### src/rtl/rv_pipe_pkg.sv
// Shared pipeline definitions for the data-memory access controller.
//   dmem_state_t    : access sequencer states
//   WORD_ALIGN_MASK : low address bits that must be zero for a word access
package rv_pipe_pkg;

  typedef enum logic [1:0] {
    IDLE   = 2'd0,
    ACCESS = 2'd1,
    DONE   = 2'd2
  } dmem_state_t;

  localparam logic [1:0] WORD_ALIGN_MASK = 2'b11;

endpackage

### src/rtl/dmem_access_ctrl.sv
// Data-memory access sequencer for the EX/MEM instruction.
// Issues a registered req/ack transaction to a variable-latency data memory,
// stalls the front of the pipeline while it is pending, bubbles MEM/WB while
// stalled and flushes the younger stages on a taken branch.
//
// state  | meaning
// IDLE   | no access pending; a mem op in EX/MEM starts one
// ACCESS | dmem_req high, waiting for ack or timeout
// DONE   | result (or abort) settled; one unstalled cycle, then IDLE
//
// Ports:
//   clk, reset (async, active low)
//   exmem_mem_read/_write/_branch_taken, exmem_addr, exmem_wdata : EX/MEM inputs
//   dmem_req/_we/_addr/_wdata (out), dmem_ack/_rdata (in)         : memory port
//   load_data                                                      : to MEM/WB
//   stall, bubble, flush                                           : pipeline control
//   err_misaligned (pulse), err_timeout (sticky)                   : status
module dmem_access_ctrl #(
  parameter int TIMEOUT = 64
) (
  input  logic        clk,
  input  logic        reset,
  input  logic        exmem_mem_read,
  input  logic        exmem_mem_write,
  input  logic        exmem_branch_taken,
  input  logic [31:0] exmem_addr,
  input  logic [31:0] exmem_wdata,
  output logic        dmem_req,
  output logic        dmem_we,
  output logic [31:0] dmem_addr,
  output logic [31:0] dmem_wdata,
  input  logic        dmem_ack,
  input  logic [31:0] dmem_rdata,
  output logic [31:0] load_data,
  output logic        stall,
  output logic        bubble,
  output logic        flush,
  output logic        err_misaligned,
  output logic        err_timeout
);
  import rv_pipe_pkg::*;

  localparam int             CW       = $clog2(TIMEOUT + 1);
  localparam logic [CW-1:0]  CNT_LAST = CW'(TIMEOUT - 1);

  dmem_state_t   state, state_nx;
  logic [CW-1:0] cnt;
  logic          mem_op, misaligned;
  logic          start, mis_go, ack_done, tmo;

  assign mem_op     = exmem_mem_read | exmem_mem_write;
  assign misaligned = |(exmem_addr[1:0] & WORD_ALIGN_MASK);

  always_ff @(posedge clk or negedge reset) begin
    if (!reset) state <= IDLE;
    else        state <= state_nx;
  end

  always_comb begin
    state_nx = state;
    start    = 1'b0;
    mis_go   = 1'b0;
    ack_done = 1'b0;
    tmo      = 1'b0;
    case (state)
      IDLE: begin
        if (mem_op) begin
          if (misaligned) begin
            state_nx = DONE;
            mis_go   = 1'b1;
          end else begin
            state_nx = ACCESS;
            start    = 1'b1;
          end
        end
      end
      ACCESS: begin
        // ack has priority over the terminal count
        if (dmem_ack) begin
          state_nx = DONE;
          ack_done = 1'b1;
        end else if (cnt == CNT_LAST) begin
          state_nx = DONE;
          tmo      = 1'b1;
        end
      end
      DONE:    state_nx = IDLE;
      default: state_nx = IDLE;
    endcase
  end

  always_ff @(posedge clk or negedge reset) begin
    if (!reset) begin
      dmem_req       <= 1'b0;
      dmem_we        <= 1'b0;
      dmem_addr      <= '0;
      dmem_wdata     <= '0;
      load_data      <= '0;
      err_misaligned <= 1'b0;
      err_timeout    <= 1'b0;
      cnt            <= '0;
    end else begin
      err_misaligned <= mis_go;
      // store wins when both read and write are flagged
      if (start) begin
        dmem_req   <= 1'b1;
        dmem_we    <= exmem_mem_write;
        dmem_addr  <= exmem_addr;
        dmem_wdata <= exmem_wdata;
      end
      if (ack_done || tmo) dmem_req <= 1'b0;
      if (ack_done && !dmem_we) load_data <= dmem_rdata;
      if (tmo || mis_go) load_data <= '0;
      if (tmo) err_timeout <= 1'b1;
      if (state == ACCESS) cnt <= cnt + CW'(1);
      else                 cnt <= '0;
    end
  end

  assign stall  = ((state == IDLE) && mem_op) || (state == ACCESS);
  assign bubble = stall;
  assign flush  = exmem_branch_taken & ~stall;

endmodule

### config.mk
export PLATFORM = sky130hd
export DESIGN_NAME = dmem_access_ctrl
export DESIGN_NICKNAME = d
export VERILOG_FILES = /design/src/rtl/rv_pipe_pkg.sv /design/src/rtl/dmem_access_ctrl.sv
export SDC_FILE = /design/constraint.sdc
export NUM_CORES = 1
export LEC_CHECK = 0
export ABC_CLOCK_PERIOD_IN_PS = 3500
export BUFFER_PORTS_ARGS = -buffer_cell sky130_fd_sc_hd__buf_2
export CAP_MARGIN = 20
export CORE_ASPECT_RATIO = 0.6
export CORE_MARGIN = 5
export CORE_UTILIZATION = 50
export DETAILED_ROUTE_END_ITERATION = 6
export PLACE_DENSITY = 0.85
export RECOVER_POWER = 100
export SLEW_MARGIN = 20
export SYNTH_ARGS = -nofsm -noshare
export SYNTH_HDL_FRONTEND = slang
export SYNTH_SLANG_ARGS = --single-unit
### constraint.sdc
create_clock -name clk -period 3.5 [get_ports clk]
set_input_delay 0.875 -clock clk [delete_from_list [all_inputs] [get_ports clk]]
set_output_delay 0.875 -clock clk [all_outputs]
set_load 0.01 [all_outputs]
Word level (Yosys, flattened, before mapping)
Index checks and enable logic that the tools add are counted.
{ "classes": {"bitwise": 3, "mux": 21, "n_eq_ne": 4, "reduce_logical": 11, "n_addsub": 1} }
{ "op_table": {"columns": ["op", "count"], "rows": [
  ["$mux W32", 2],
  ["$mux W1", 13],
  ["$mux W2", 4],
  ["$add A7 B1 Y7 const B", 1],
  ["$eq A7 B6 Y1 const B", 1],
  ["$mux W7", 1],
  ["$pmux W2 S2", 1],
  ["$reduce_bool A2 Y1", 2],
  ["$logic_or A1 B1 Y1", 3],
  ["$ne A3 B3 Y1 const B", 1],
  ["$eq A2 B1 Y1 const B", 1],
  ["$logic_and A1 B1 Y1", 2],
  ["$logic_not A2 Y1", 1],
  ["$ne A2 B2 Y1 const B", 1],
  ["$reduce_and A2 Y1", 1],
  ["$reduce_or A2 Y1", 1],
  ["$and A1 B1 Y1", 1],
  ["$logic_not A1 Y1", 1],
  ["$not A1 Y1", 1],
  ["$or A1 B1 Y1", 1]
]} }
{ "totals": {"out_inout_bits": 103, "wordCells": 49, "ff_bits": 109, "input_bits": 102} }

Depth between registers and ports, before layout
{ "logic_depth": {"word_depth": 6, "mapped_depth": 5, "depth_no_buf": 4} }

Worst setup path after synthesis
OpenSTA, ideal clock, no wires.
{ "synth_path": {"path_kind": "input to output", "startpoint": "input port exmem_mem_write", "endpoint": "output port flush", "slack_ns": 1.284, "cell_stages": 3, "t_required_ns": 2.625, "arrival_ns": 1.341, "path_buffers": 0, "path_cell_list": "nor3_1 nor2_1 nor2b_1"} }
{ "synth_between": {"elab_chain_cells": 5} }
{ "synth_lines": {"columns": ["element", "line_no", "source"], "rows": [
  ["from (decl)", "dmem_access_ctrl.sv:24", "input logic exmem_mem_write,"],
  ["$or A1 B1 Y1", "dmem_access_ctrl.sv:51", "assign mem_op = exmem_mem_read | exmem_mem_write;"],
  ["$logic_and A1 B1 Y1", "dmem_access_ctrl.sv:120", "assign stall = ((state == IDLE) && mem_op) || (state == ACCESS);"],
  ["$logic_or A1 B1 Y1", "dmem_access_ctrl.sv:120", null],
  ["named net bubble", "dmem_access_ctrl.sv:36", "output logic bubble,"],
  ["$not A1 Y1", "dmem_access_ctrl.sv:122", "assign flush = exmem_branch_taken & ~stall;"],
  ["$and A1 B1 Y1", "dmem_access_ctrl.sv:122", null],
  ["to (decl)", "dmem_access_ctrl.sv:37", "output logic flush,"]
]} }
The timed path passes the listed nets, and every way through them passes these cells.

Worst setup path in the final report
{ "layout_path": {"startpoint": "input port exmem_addr[1]", "endpoint": "register dmem_addr[5]"} }
{ "layout_between": {"elab_chain_cells": 4} }
{ "layout_lines": {"columns": ["element", "line_no", "source"], "rows": [
  ["from (decl)", "dmem_access_ctrl.sv:26", "input logic [31:0] exmem_addr,"],
  ["$reduce_or A2 Y1", "dmem_access_ctrl.sv:52", "assign misaligned = |(exmem_addr[1:0] & WORD_ALIGN_MASK);"],
  ["$mux W1", "dmem_access_ctrl.sv:68", "if (misaligned) begin"],
  ["$mux W1", "dmem_access_ctrl.sv:67", "if (mem_op) begin"],
  ["$mux W1", "dmem_access_ctrl.sv:65", "case (state)"],
  ["to (signal assigned)", "dmem_access_ctrl.sv:108", "dmem_addr <= exmem_addr;"],
  ["to (decl)", "dmem_access_ctrl.sv:30", "output logic [31:0] dmem_addr,"]
]} }
Every way passes these cells.
A chain may end at the register's enable or synchronous reset.

==> qor.csv <==
stage;metric;value;unit
run_status;outcome;finished, final reports clean;
hold_path;Worst Hold Class;reg -> reg;
drt;detailed-route wire length per cell;16.6;um
synthesis;Syn Area/Cell;14.7;um2
drt;WL met3;1060;um
synthesis;Post-Syn Nets;401;
global_routing;initial antenna violation count;0;
final_layout;fin util;66.2;%
drt;met2 WL post-DR;4770;um
setup_path;crit path max fanout;66;
clock_network;CTS resizes;0;
place;dpl hpwl;7760;um
synthesis;Synth Area in XOR/XNOR;0.602;%
synthesis;Post-Synth Simple-Gate Area;7.48;%
sta;Setup TNS Final;0;ns
sta;max frequency;389;MHz
hold_path;hold wc startpoint;err_timeout;
drt;wl on met1;4290;um
sta;Period minus WS final;2.57;ns
final_layout;synth-to-layout area growth;29.1;%
setup_path;r2r endpoint;load_data[9];
synthesis;#FFs+latches synth;109;
synthesis;adder-cell area share of the yosys netlist;0.286;%
drt;uppermost layer routed;met4;
final_layout;fillers;706;
final_layout;multi-input logic area;1480;um2
sta;Final Hold Fails;0;
pwr;Pleak;2.52;nW
drt;DRC;0;
pwr;PwrDens;693;nW/um2
final_layout;Nets;601;
synthesis;synth warn;0;
synthesis;count leader, synth;dfrtp_1;
die;chip height;82.4;um
setup_path;RR Startpoint;state[1];
sta;final slew viol count;0;
sta;Final setup viols;0;
pwr;P_sw;1.15;mW
setup_path;CP Capture Type;register;
global_routing;vias in the first global route;3211;
pwr;Comb power frac;24.2;%
die;# rows;26;
sta;Final period util;73.5;%
synthesis;Area contributors post-synth;dfrtp_1 62%, mux2_1 9.3%, mux2i_1 7.3%, mux2_2 6.7%, nor3_1 3.9%;
drt;vias per inst;4.97;
synthesis;Synth async-reset ratio;100;%
synthesis;synth cell count leaders;109 x dfrtp_1, 36 x mux2_1, 34 x nor3_1;
sta;Hold Slack;0.478;ns
place;placed cell area;5430;um2
sta;worst-margin pin slew;1.38;ns
drt;Final ANT Viol Nets;0;
clock_network;Clock Tree Buf Depth;2;
place;GP Congestion;0.738;
final_layout;share of layout cells above drive strength 1;30.0;%
clock_network;clock sink total;109;
pwr;internal power;2.76;mW
synthesis;largest family of logic cells by synthesized area;multiplexers;
synthesis;multiplexer share of the synthesized area;23.3;%
setup_path;WP data arrival;2.79;ns
drt;Total Wirelength;10200;um
sta;RSZ-0062 raised after global routing;no;
clock_network;Inserted Clock Buffers;9;
place;pre-CTS setup slack;0.856;ns
setup_path;Worst setup startpoint;exmem_addr[1];
synthesis;cell area after synthesis;4370;um2
setup_path;Worst R2R Path Depth;4;
drt;DR pass1 iterations;4;
pwr;Seq pwr share;45.8;%
final_layout;sequential cell area;2730;um2
die;die area;10800;um2
sta;Setup Skew;0.00453;ns
drt;DR vias;3055;
clock_network;clk slew on worst S/H paths;0.07;ns
final_layout;Finished Cell Area;5640;um2
pwr;Clk pwr share;30.0;%
synthesis;ys flop type;dfrtp_1;
pwr;Max IR drop VDD;411;uV
global_routing;global route overflow;0;
clock_network;TritonCTS clock tree;done;
global_routing;largest net degree at the start of global routing;67;
die;Die X-Extent;131;um
die;area of the core;8520;um2
synthesis;Cell variety after synth;33;
clock_network;Root Driver;clkbuf_16;
sta;Setup WS post-layout;0.927;ns
job;max-cap viol count;0;
sta;worst relative slew slack;8.21;%
global_routing;Tot GR Track Use;18.9;%
setup_path;slowest CP cell;o21a_4;
pwr;switching portion of total power;29.5;%
setup_path;Critical Path Start Type;primary input;
clock_network;clk_lat worst skew;0.33;ns
setup_path;WP buf/inv;1;
clock_network;H-tree depth;3;
setup_path;max incr delay on CP;0.78;ns
synthesis;Synth area leader;dfrtp_1;
setup_path;worst path required time;3.72;ns
final_layout;Antenna diodes;0;
die;io pins;205;
synthesis;Synth Instances;298;
place;PortBufs;204;
synthesis;Seq/Total Area, Yosys;62.4;%
global_routing;first-pass GRT wire length;15800;um
setup_path;CP delay by family, top;compound AO/OA/AOI/OAI gates;
synthesis;top cell type's share of synthesized area;62.4;%
synthesis;EDFF count, synth;0;
drt;drt initial violations;127;
die;Initial Utilization;51.2;%
hold_path;hold path endpoint;err_timeout;
setup_path;CP Cell Sequence;buf_2 > nor4_1 > o21a_4 > mux2_2;
synthesis;Compound-Gate Fraction of Synth Area;2.03;%
clock_network;Setup Buffers After CTS;0;
clock_network;post-cts hold buffer count;0;
setup_path;flop2flop setup slack;0.98;ns
hold_path;hold path cells;1;
setup_path;critical path type;in -> reg;
## final cells by class
cell class / instances / area share [%]
inverters: 2 / 0.133
clock inverters: 5 / 1.89
multi-input cells: 168 / 26.2
clock buffers: 11 / 4.48
well taps: 112 / 2.49
repair buffers: 208 / 16.4
flip-flops and latches: 109 / 48.4
## how the worst max path moves through the flow
stage              endpoint  slack, ns  cells past startpoint
3_5_place_dp   dmem_addr[2]       0.86                      4
2_1_floorplan         flush       1.28                      3
5_1_grt        load_data[9]       0.76                      4
4_1_cts               flush       1.13                      5
6_report       dmem_addr[5]       0.93                      4
3_3_place_gp   dmem_addr[5]       0.94                      4
## cells by family (layout without fill, tap and decap cells)
logic type	Yosys count	in the layout
fa+ha+maj	1	1
buf+inv	21	226
mux	94	94
compound gates	12	12
flops	109	109
xor+xnor	3	3
simple gates	58	58
## worst reg2reg max path, cell delays in order, from the launching register on
cell and delay, ns:
dfrtp_1 0.47, nand2b_1 0.38, nor4_4 0.32, clkbuf_1 1.03
nor3_1 0.14
## flip-flops by register name, indices dropped and copies added (netlist names)
register	flops
dmem_addr	32
dmem_wdata	32
load_data	32
cnt	7
state	2
dmem_req	1
dmem_we	1
err_misaligned	1
err_timeout	1
## power by group through the flow
stage | Clock [mW] | Combinational [mW] | Sequential (mW)
6_report | 1.17 | 0.947 | 1.79
2_1_floorplan | 0 | 0.372 | 1.95
5_1_grt | 1.25 | 1.04 | 1.83
3_5_place_dp | 0 | 1.07 | 1.80
4_1_cts | 1.20 | 1.07 | 1.79
3_3_place_gp | 0 | 1.03 | 1.78
## cell usage in the layout (no fill, tap or decap), types with 7 or more instances in the layout
cell type  Yosys  layout
mux2i_1       32      32
nor3_1        34      33
clkbuf_1       3     105
dfrtp_1      109     109
clkbuf_16      0       9
nor2_1         7       7
buf_2          2     100
mux2_1        36      36
mux2_2        26      26
## metrics by stage
step,power (mW),cells
CTS,4.06,615
detailed placement,2.87,599
global route,4.13,615
finish,3.91,615
global placement,2.81,599
floorplan,2.33,298
## layer usage
metal / track usage (%) / vias up
li1: - / 1445
met1: 24.4 / 1471
met2: 30.1 / 131
met3: 8.03 / 8
met4: 4.52 / 0
met5: 0 / -
(Power assumes the default switching activity.)
